<file path="config.mk">
export PLATFORM = sky130hd
export DESIGN_NAME = sd_spi_phy
export DESIGN_NICKNAME = d
export VERILOG_FILES = /design/src/rtl/sd_spi_phy.sv
export SDC_FILE = /design/constraint.sdc
export NUM_CORES = 1
export LEC_CHECK = 0
export ABC_AREA = 1
export CORE_MARGIN = 1.5
export CORE_UTILIZATION = 50
export DETAILED_ROUTE_END_ITERATION = 10
export PLACE_DENSITY = 0.87
export SYNTH_ARGS = -nofsm -noshare
export SYNTH_HDL_FRONTEND = slang
export SYNTH_SLANG_ARGS = --single-unit
</file>
<file path="constraint.sdc">
create_clock -name clk -period 1.76 [get_ports clk]
set_clock_uncertainty 0.1 [all_clocks]
set_input_delay 0.352 -clock clk [delete_from_list [all_inputs] [get_ports clk]]
set_output_delay 0.352 -clock clk [all_outputs]
set_load 0.01 [all_outputs]
</file>
<file path="src/rtl/sd_spi_phy.sv">
`default_nettype none
// ============================================================================
//  Module   : sd_spi_phy
//  Brief    : SPI mode-0 byte engine for the SD host. SD_CK is produced with a
//             clock enable from clk; two rates (INIT_DIV / FAST_DIV).
//             Build option SD_SPI_LOOPBACK_EN: sample SD_MOSI instead of the
//             synchronised SD_MISO.
//  Revision : 1.0 - initial release
// ============================================================================
module sd_spi_phy #(
    parameter int DIV_W    = 8,
    parameter int INIT_DIV = 64,
    parameter int FAST_DIV = 2
) (
    input  logic       clk,
    input  logic       rst_n,
    input  logic       fast_sel,
    input  logic       cs_assert,
    input  logic       tx_valid,
    input  logic [7:0] tx_data,
    output logic       tx_ready,
    output logic       rx_valid,
    output logic [7:0] rx_data,
    output logic       busy,
    input  logic       SD_MISO,
    output logic       SD_CK,
    output logic       SD_MOSI,
    output logic       SD_CSn
);

    localparam logic [1:0]       c_IDLE     = 2'd0;
    localparam logic [1:0]       c_SHIFT    = 2'd1;
    localparam logic [1:0]       c_DONE     = 2'd2;
    localparam logic [DIV_W-1:0] c_INIT_DIV = DIV_W'(INIT_DIV);
    localparam logic [DIV_W-1:0] c_FAST_DIV = DIV_W'(FAST_DIV);
    localparam logic [DIV_W-1:0] c_ONE      = DIV_W'(1);

    logic [1:0]       r_state;
    logic [DIV_W-1:0] r_div;
    logic [DIV_W-1:0] r_div_cnt;
    logic [3:0]       r_hcnt;
    logic [7:0]       r_tx_sh;
    logic [7:0]       r_rx_sh;
    logic             r_ck;
    logic             r_mosi;
    logic             r_csn;
    logic             r_tx_ready;
    logic             r_busy;
    logic             r_rx_valid;
    logic [7:0]       r_rx_data;
    logic             w_sample_bit;
    logic             w_tc;

`ifdef SD_SPI_LOOPBACK_EN
    assign w_sample_bit = r_mosi;
`else
    logic r_miso_s1;
    logic r_miso_s2;

    always_ff @(posedge clk or negedge rst_n) begin
        if (!rst_n) begin
            r_miso_s1 <= 1'b1;
            r_miso_s2 <= 1'b1;
        end else begin
            r_miso_s1 <= SD_MISO;
            r_miso_s2 <= r_miso_s1;
        end
    end

    assign w_sample_bit = r_miso_s2;
`endif

    assign w_tc = (r_div_cnt == (r_div - c_ONE));

    always_ff @(posedge clk or negedge rst_n) begin
        if (!rst_n) begin
            r_state    <= c_IDLE;
            r_div      <= c_INIT_DIV;
            r_div_cnt  <= '0;
            r_hcnt     <= 4'd0;
            r_tx_sh    <= 8'hFF;
            r_rx_sh    <= 8'h00;
            r_ck       <= 1'b0;
            r_mosi     <= 1'b1;
            r_csn      <= 1'b1;
            r_tx_ready <= 1'b1;
            r_busy     <= 1'b0;
            r_rx_valid <= 1'b0;
            r_rx_data  <= 8'h00;
        end else begin
            r_rx_valid <= 1'b0;
            case (r_state)
                c_IDLE: begin
                    r_ck   <= 1'b0;
                    r_mosi <= 1'b1;
                    r_csn  <= ~cs_assert;
                    if (tx_valid) begin
                        r_div      <= fast_sel ? c_FAST_DIV : c_INIT_DIV;
                        r_mosi     <= tx_data[7];
                        r_tx_sh    <= {tx_data[6:0], 1'b1};
                        r_div_cnt  <= '0;
                        r_hcnt     <= 4'd0;
                        r_tx_ready <= 1'b0;
                        r_busy     <= 1'b1;
                        r_state    <= c_SHIFT;
                    end
                end
                c_SHIFT: begin
                    if (w_tc) begin
                        r_div_cnt <= '0;
                        r_ck      <= ~r_ck;
                        r_hcnt    <= r_hcnt + 4'd1;
                        // Even half-period ends on a rising edge: sample.
                        // Odd ends on a falling edge: present next bit.
                        if (!r_hcnt[0]) begin
                            r_rx_sh <= {r_rx_sh[6:0], w_sample_bit};
                        end else if (r_hcnt == 4'd15) begin
                            r_mosi  <= 1'b1;
                            r_state <= c_DONE;
                        end else begin
                            r_mosi  <= r_tx_sh[7];
                            r_tx_sh <= {r_tx_sh[6:0], 1'b1};
                        end
                    end else begin
                        r_div_cnt <= r_div_cnt + c_ONE;
                    end
                end
                c_DONE: begin
                    r_rx_valid <= 1'b1;
                    r_rx_data  <= r_rx_sh;
                    r_tx_ready <= 1'b1;
                    r_busy     <= 1'b0;
                    r_state    <= c_IDLE;
                end
                default: begin
                    r_ck       <= 1'b0;
                    r_mosi     <= 1'b1;
                    r_tx_ready <= 1'b1;
                    r_busy     <= 1'b0;
                    r_state    <= c_IDLE;
                end
            endcase
        end
    end

    assign tx_ready = r_tx_ready;
    assign busy     = r_busy;
    assign rx_valid = r_rx_valid;
    assign rx_data  = r_rx_data;
    assign SD_CK    = r_ck;
    assign SD_MOSI  = r_mosi;
    assign SD_CSn   = r_csn;

endmodule
`default_nettype wire

</file>
==> reports/metrics.cfg <==
[detailed_routing]
ant_nets = 0
wirelength_mm = 5.02
post-route-drc-count = 0
wire_per_inst_um = 13.8
num_vias = 1870
drt_iter0_drc = 143
viasPerCell = 5.15
first_pass_iters = 4

[worst_setup_path]
crit_fanout = 8
path_class = reg -> reg
cp.required_ns = 1.87
crit_chain = inv_2, ha_4, a21oi_2, nand2_2, nor2_4, nand2_4, inv_4, nand3_4, nand2_1, nand2_2
crit_slowest_cell = dfstp_2
r2r_cells = 10
slowest_delay_ns = 0.53
worst_setup_path_start_kind = register
critPathBufInv = 2
cp.depth = 10
critPathMostFrequentCell = nand2_2
cp_top_family = simple AND/OR/NAND/NOR gates
arrival_ns = 1.95
cp-end-kind = register

[die]
rows = 24
die_w_um = 70.7
pin_count = 28
initial_core_util_pct = 52.3
core_area_um2 = 4380
dieHeight_um = 70.7
die_area_um2 = 5000

[cts]
ctsHtreeMaxLevel = 2
clk_path_buf_depth = 2
clockRootBuffer = clkbuf_8
numCtsBuffers = 5
cts_tree = yes
clock_sinks = 47
clk_pin_slew_worst_paths_ns = 0.09
insertion_delay_ns = 0.31

[sta]
maxSlewHeadroom_pct = 72.9
setup_viol = 21
min_period_ns = 1.85
fin_setup_tns_ns = -0.833
rsz0062_at_grt = yes
drv_slew = 0
worst_slack_ns = -0.0862
holdWs_ns = 0.268
worstMarginPinSlew_ns = 0.406
period_share_pct = 105
hold_viol = 0
max_freq_mhz = 542

[min_path]
hp-class = reg -> reg
hold_depth = 0

[finish]
stdcell_count = 363
diodes = 0
area_growth_pct = 23.4
layout_commonest_cell = nand2_1
most-common-layout-cells = nand2_1 (107), dfrtp_1 (34), clkdlybuf4s50_1 (22)
final_nets = 327
final_core_util_pct = 64.5
fin_area_um2 = 2830
drive_gt1_share_pct = 21.9

[run]
cap_viol_max_count = 0

[grt]
grt_pass1_wl_mm = 8.47
overflow = 0
grt_max_degree = 48
gr-usage-all-layers_pct = 21.5
grt_antenna_before_repair = 0
grt_pass1_vias = 1881

[power]
vdd_drop_max_mv = 0.824
p_per_area_nw_per_um2 = 1480
p_total_mw = 4.19
leakagePower_nw = 1.47

[placement]
post-dp-hpwl_mm = 3.41
place_worst_setup_slack_ns = -0.128
dp_cells = 353
gp_congestion = 0.865
place_area_um2 = 2660
portBuffers = 27

[synthesis]
yosysSeqAreaShare_pct = 52.0
synth_nets = 288
syn_avg_cell_area_um2 = 8.46
async_flop_share_pct = 100
syn_area_um2 = 2290
synthCells = 271
synth-main-ff-cell = dfrtp_1
ys_types = 28
yosysWarnings = 0
synth_edf_count = 0
ys_seq_elements = 47

[status]
violations = negative setup slack
outcome = complete, but fails checks

cell usage after synthesis, types with 3 or more instances:
cell type	n	area, um^2
a21oi_1	3	15.0
buf_4	3	22.5
dfrtp_1	34	851
dfstp_2	13	342
ha_1	3	37.5
inv_1	20	75.1
inv_2	6	22.5
nand2_1	113	424
nand2_2	4	25.0
nand2_4	4	45.0
nand3_1	19	95.1
nand4_1	9	56.3
nor2_1	11	41.3
nor2_2	3	18.8
o21ai_0	4	20.0
o22ai_1	4	25.0
xor2_1	4	35.0
power breakdown:
part           internal, mW  switching [mW]
sequential             1.43           0.260
combinational         0.697            1.12
clock                 0.285           0.392
total                  2.42            1.77
worst reg2reg max path, cell delays in order (launching register included):
cell and delay (ns):
dfstp_2 0.53, inv_2 0.05, ha_4 0.17, a21oi_2 0.18
nand2_2 0.09, nor2_4 0.13, nand2_4 0.10, inv_4 0.10
nand3_4 0.11, nand2_1 0.12, nand2_2 0.06
sequential cells by signal, indices dropped and copies added (netlist names), 2 cells and up:
name / cells
r_div: 2
r_div_cnt: 8
r_hcnt: 4
r_rx_sh: 8
r_state: 2
r_tx_sh: 7
rx_data: 8
cells by family (layout without fill, tap and decap cells):
logic type               Yosys count  count (layout)  synth area share, %
XOR/XNOR                           6               6                 2.29
adder cells (fa/ha/maj)            3               3                 1.64
flip-flops                        47              47                 52.0
buffers and inverters             33              73                 6.60
AO/OA/AOI/OAI                     14              14                 3.66
AND/OR/NAND/NOR                  168             168                 33.8
final cells by class:
type | instances | area [um^2]
fillers | 366 | 1560
flip-flops and latches | 47 | 1190
multi-input cells | 191 | 1000
repair buffers | 38 | 369
inverters | 27 | 106
clock buffers | 5 | 68.8
well taps | 52 | 65.1
clock inverters | 3 | 22.5
layer usage:
metal	global-route usage, %	up-vias	wire, um
met1	27.2	896	2120
met4	7.97	0	99
met5	0	-	0
met2	37.3	33	2630
li1	-	931	-
met3	3.42	10	175
timing repair:
item,in CTS,in global routing
hold buffers,1,0
resized for setup,18,5
endpoints found under the setup margin,26,26
endpoints found under the hold margin,34,0
buffers inserted,1,0
pin swaps,7,2
path summary, 6_finish.rpt:
kind / slack, ns / startpoint / end
max in group asynchronous: 0.83 / rst_n / r_miso_s1$_DFF_PN1_
max: -0.09 / r_div[6]$_DFFE_PN1P_ / r_rx_sh[6]$_DFFE_PN0P_
min: 0.27 / r_miso_s1$_DFF_PN1_ / r_miso_s2$_DFF_PN1_
max reg2reg: -0.09 / r_div[6]$_DFFE_PN1P_ / r_rx_sh[6]$_DFFE_PN0P_
min reg2reg: 0.27 / r_miso_s1$_DFF_PN1_ / r_miso_s2$_DFF_PN1_
min in group asynchronous: 0.44 / rst_n / r_div_cnt[5]$_DFFE_PN0P_
Power figures use the tool's default switching activity.
